==> src/rtl/vga_index_fetcher.sv <==
// VGA raster generator and frame-buffer index fetcher with a 2-cycle aligned output pipeline.
// Optional 320x240 source with 2x2 pixel replication when VGA_PIXEL_DOUBLE_EN is defined.
module vga_index_fetcher #(
  parameter int H_ACTIVE = 640,
  parameter int H_FP     = 16,
  parameter int H_SYNC   = 96,
  parameter int H_BP     = 48,
  parameter int V_ACTIVE = 480,
  parameter int V_FP     = 10,
  parameter int V_SYNC   = 2,
  parameter int V_BP     = 33,
  parameter int ADDR_W   = 19
) (
  input  logic              vgaClk,
  input  logic              rst,
  output logic [ADDR_W-1:0] mem_addr,
  input  logic [7:0]        mem_rdata,
  output logic [7:0]        color_index,
  output logic              videoOn,
  output logic              hsync,
  output logic              vsync,
  output logic              frame_start
);
  localparam int H_TOTAL = H_ACTIVE + H_FP + H_SYNC + H_BP;
  localparam int V_TOTAL = V_ACTIVE + V_FP + V_SYNC + V_BP;
  localparam int HW = $clog2(H_TOTAL + 1);
  localparam int VW = $clog2(V_TOTAL + 1);

  localparam logic [HW-1:0] H_LAST  = HW'(H_TOTAL - 1);
  localparam logic [HW-1:0] H_ACT_C = HW'(H_ACTIVE);
  localparam logic [HW-1:0] HS_BEG  = HW'(H_ACTIVE + H_FP);
  localparam logic [HW-1:0] HS_END  = HW'(H_ACTIVE + H_FP + H_SYNC);
  localparam logic [VW-1:0] V_LAST  = VW'(V_TOTAL - 1);
  localparam logic [VW-1:0] V_ACT_C = VW'(V_ACTIVE);
  localparam logic [VW-1:0] VS_BEG  = VW'(V_ACTIVE + V_FP);
  localparam logic [VW-1:0] VS_END  = VW'(V_ACTIVE + V_FP + V_SYNC);

  // Sync flags are carried active-high so a cleared pipeline reads as "not in sync".
  typedef struct packed {
    logic vis;
    logic hs;
    logic vs;
    logic fs;
  } flags_t;

  logic [HW-1:0] h_cnt;
  logic [VW-1:0] v_cnt;
  logic          h_last, v_last, frame_wrap;
  flags_t        st0;
  flags_t [2:1]  fl_pipe;

  assign h_last     = (h_cnt == H_LAST);
  assign v_last     = (v_cnt == V_LAST);
  assign frame_wrap = h_last && v_last;

  always_comb begin
    st0     = '0;
    st0.vis = (h_cnt < H_ACT_C) && (v_cnt < V_ACT_C);
    st0.hs  = (h_cnt >= HS_BEG) && (h_cnt < HS_END);
    st0.vs  = (v_cnt >= VS_BEG) && (v_cnt < VS_END);
    st0.fs  = (h_cnt == '0) && (v_cnt == '0);
  end

  always_ff @(posedge vgaClk or negedge rst) begin
    if (!rst) begin
      h_cnt <= '0;
      v_cnt <= '0;
    end else if (h_last) begin
      h_cnt <= '0;
      v_cnt <= v_last ? '0 : v_cnt + 1'b1;
    end else begin
      h_cnt <= h_cnt + 1'b1;
    end
  end

`ifdef VGA_PIXEL_DOUBLE_EN
  localparam logic [ADDR_W-1:0] LINE_STEP = ADDR_W'(H_ACTIVE / 2);

  logic [ADDR_W-1:0] line_base, addr_live, addr_q;

  assign addr_live = line_base + ADDR_W'(h_cnt >> 1);
  assign mem_addr  = st0.vis ? addr_live : addr_q;

  // Each source line is shown twice, so the base moves on only after odd lines.
  always_ff @(posedge vgaClk or negedge rst) begin
    if (!rst) begin
      line_base <= '0;
      addr_q    <= '0;
    end else begin
      if (st0.vis) addr_q <= addr_live;
      if (frame_wrap)
        line_base <= '0;
      else if (h_last && (v_cnt < V_ACT_C) && v_cnt[0])
        line_base <= line_base + LINE_STEP;
    end
  end
`else
  logic [ADDR_W-1:0] ptr;

  assign mem_addr = ptr;

  // Raster-order pointer; only moves on visible pixels, so it holds through blanking.
  always_ff @(posedge vgaClk or negedge rst) begin
    if (!rst)
      ptr <= '0;
    else if (frame_wrap)
      ptr <= '0;
    else if (st0.vis)
      ptr <= ptr + 1'b1;
  end
`endif

  always_ff @(posedge vgaClk or negedge rst) begin
    if (!rst) begin
      fl_pipe     <= '0;
      color_index <= 8'h00;
    end else begin
      fl_pipe[1]  <= st0;
      fl_pipe[2]  <= fl_pipe[1];
      color_index <= fl_pipe[1].vis ? mem_rdata : 8'h00;
    end
  end

  assign videoOn     = fl_pipe[2].vis;
  assign hsync       = ~fl_pipe[2].hs;
  assign vsync       = ~fl_pipe[2].vs;
  assign frame_start = fl_pipe[2].fs;
endmodule

==> config.mk <==
export PLATFORM = sky130hd
export DESIGN_NAME = vga_index_fetcher
export DESIGN_NICKNAME = d
export VERILOG_FILES = /design/src/rtl/vga_index_fetcher.sv
export SDC_FILE = /design/constraint.sdc
export NUM_CORES = 1
export LEC_CHECK = 0
export ABC_AREA = 1
export BUFFER_PORTS_ARGS = -buffer_cell sky130_fd_sc_hd__buf_2
export CAP_MARGIN = 20
export CORE_MARGIN = 3
export CORE_UTILIZATION = 51
export DETAILED_ROUTE_END_ITERATION = 10
export PLACE_DENSITY = 0.81
export SLEW_MARGIN = 5
export SYNTH_ARGS = -nofsm -noshare
export SYNTH_HDL_FRONTEND = slang
export SYNTH_SLANG_ARGS = --single-unit
==> constraint.sdc <==
create_clock -name vgaClk -period 2.25 [get_ports vgaClk]
set_clock_uncertainty 0.15 [all_clocks]
set_input_delay 0.3375 -clock vgaClk [delete_from_list [all_inputs] [get_ports vgaClk]]
set_output_delay 0.3375 -clock vgaClk [all_outputs]
set_load 0.03 [all_outputs]
==> results.yml <==
cts:
  clk_latency_ns: 0.31
  clk_pin_slew_ns: 0.10
  clock-root-buffer: "clkbuf_8"
  post_cts_buffers: 0
  htreeDepth: 2
  cts_buffers: 5
  clk_path_buf_depth: 2
  clock-sinks: 55
  cts_tree: "built"
sta:
  tightestPinTransition_ns: 0.518
  whs_ns: 0.0561
  slew_headroom_pct: 65.4
  rsz0062_at_grt: "false"
  max_freq_mhz: 506
  setup_violations: 0
  fin_crit_sh_pct: 87.8
  hold_viol_final: 0
  finalSetupTns_ns: 0
  fin_ws_ns: 0.274
  maxSlewViolCount: 0
  finalCriticalPeriod_ns: 1.98
cells_and_area:
  syn_to_final_growth_pct: 14.0
  utilization_pct: 61.3
  antenna_cells: 0
  stdcell_area_um2: 3190
  fill_cells: 457
  nNetsFinal: 416
  final_layout_size_suffix_gt1_share_pct: 16.4
  finalNonFillerCells: 472
job:
  maxCapViolations: 0
grt:
  antenna_found_initial: 0
  grt_max_degree: 25
  grt_util_met1_pct: 26.4
  globalRouteOverflowTotal: 0
  grt_use_total_pct: 19.2
  grt_pass1_vias: 2178
  globalRouteMet2Util_pct: 30.0
  grt_use_met3_pct: 4.48
  busiest_layer: "met2"
  grt_pass1_wl_mm: 9.78
place:
  portBuffers: 40
  dp_slack_ns: 0.206
  routabilityCongestion: 0.946
  dp_hpwl_mm: 4.19
  dpl.cell_count: 463
  placed_area_um2: 3080
yosys:
  synth.distinct_cells: 28
  syn_inst: 354
  netlist_area_um2: 2800
  yosysTopAreaCell: "dfrtp_1"
  synth-seq-cells: 55
  synthesis.nets: 369
  synth-edff-count: 0
  ys_seq_area_share_pct: 49.2
  synthArstFlopShare_pct: 100
  yosysTopAreaCellShare_pct: 49.2
  ys.flop_type: "dfrtp_1"
  yosys-top-cells-area: "dfrtp_1 49%, nand2_1 12%, nor2_1 6.8%"
  avgSynthCellArea_um2: 7.91
  ys_warn_count: 0
routing:
  drt_pre_antenna_iters: 5
  vias_per_cell: 5.17
  ant_nets: 0
  wirelength_mm: 5.60
  route.vias.total: 2440
  drt-wirelength-per-cell_um: 11.9
  drc_errors: 0
  first_iter_violations: 129
worst_setup_path:
  critPathLaunchType: "register"
  worstSetupEndpointType: "register"
  timing_worst_setup_path_type: "register to register"
  cp_data_arrival_time_ns: 2.04
  required_ns: 2.31
  critPathMaxFanout: 12
pwr:
  peakVddDrop_mv: 0.253
  power.density_nw_per_um2: 509
  totalPowerFinal_mw: 1.62
  leakage_nw: 1.67
floorplan:
  io_pins: 41
  floorplan.die.height_um: 80.1
  die_area_um2: 6410
  initial_core_util_pct: 53.8
  die_x_um: 80.1
  fp-row-count: 26
  core_area_um2: 5200
min_path:
  hold_path.class: "input pin to register"
status:
  outcome: "complete, no violations"
synth_stat cells, types with 2 or more instances:
cell	instances
dfrtp_1	55
o21ai_0	7
nand2_2	5
ha_1	5
nor2_1	51
nand3b_1	2
buf_2	3
xor2_1	6
xnor2_1	7
nor3_1	6
nand4_1	13
nor2_4	3
nand3_1	29
a21oi_1	8
buf_6	2
inv_1	46
nor4_1	4
nand2_1	92
area by class of cell:
class / instances / area (um2) / area share [%]
multi-input combinational: 246 / 1210 / 37.8
sequential: 55 / 1380 / 43.1
inverter: 47 / 176 / 5.53
clock buffer: 5 / 68.8 / 2.16
tap: 70 / 87.6 / 2.74
timing repair buffer: 46 / 248 / 7.76
clock inverter: 3 / 27.5 / 0.862
repair_timing:
item | 4_1_cts | 5_1_grt
hold buffers | 1 | 0
endpoints found under the hold margin | 21 | 0
endpoints found under the setup margin | 0 | 9
resized for setup | 0 | 1
sequential cells by signal, summed over array words and instances, names as in the netlist:
name,count
frame_start,1
color_index,8
mem_addr,19
h_cnt,10
fl_pipe,6
v_cnt,10
videoOn,1
cells in the final DEF (no fill, tap or decap), types with 2 or more instances in the layout:
master | netlist | layout
nor2_1 | 51 | 51
nor3_1 | 6 | 6
dfrtp_1 | 55 | 55
nand3b_1 | 2 | 2
nand2_2 | 5 | 6
nor2_4 | 3 | 3
buf_2 | 3 | 40
nand3_1 | 29 | 29
nand2_1 | 92 | 91
o21ai_0 | 7 | 7
ha_1 | 5 | 5
xor2_1 | 6 | 6
nand4_1 | 13 | 13
nor4_1 | 4 | 4
inv_1 | 46 | 46
clkbuf_8 | 0 | 5
xnor2_1 | 7 | 7
a21oi_1 | 8 | 8
buf_4 | 0 | 5
cells by family (layout without fill, tap and decap cells):
family,count (synthesis),count (layout),synth area share [%]
xor gates and xnor gates,13,13,4.07
adders and majority gates,5,5,2.24
buffers and inverters,53,101,7.78
and+or+nand+nor,209,209,33.0
AOI/OAI and AO/OA,19,19,3.76
DFF,55,55,49.2
where the power goes:
| part | leakage [nW] | total [mW] | switching [mW] | internal [mW] |
|---|---|---|---|---|
| logic | 0.916 | 0.0596 | 0.0421 | 0.0175 |
| clock network | 0.0463 | 0.567 | 0.338 | 0.229 |
| registers | 0.711 | 0.996 | 0.00137 | 0.995 |
critical path: stages, from the launching register on:
cell,delay [ns]
dfrtp_1,0.43
inv_1,0.13
ha_1,0.20
nand3_1,0.07
nor3_1,0.29
nand2_2,0.23
nand2_2,0.15
inv_2,0.09
nand2_1,0.07
nand2_1,0.05
final timing paths:
path	from	end	slack [ns]	cells after the start
max in group asynchronous	rst	mem_addr[16]$_DFFE_PN0P_	0.95	3
setup reg to reg	v_cnt[0]$_DFFE_PN0N_	mem_addr[15]$_DFFE_PN0P_	0.27	9
min in group asynchronous	rst	color_index[1]$_DFF_PN0_	0.38	2
setup / recovery	v_cnt[0]$_DFFE_PN0N_	mem_addr[15]$_DFFE_PN0P_	0.27	9
hold / removal	mem_rdata[0]	color_index[0]$_DFF_PN0_	0.06	3
hold reg to reg	fl_pipe[1]$_DFF_PN0_	fl_pipe[5]$_DFF_PN0_	0.21	0
per-layer routing:
metal	vias up	wire length, um	share of wire, %
li1	1211	-	-
met1	1128	2550	46
met2	90	2570	46
met3	11	396	7.1
met4	0	85	1.5
met5	-	0	0
Power figures use the tool's default switching activity.
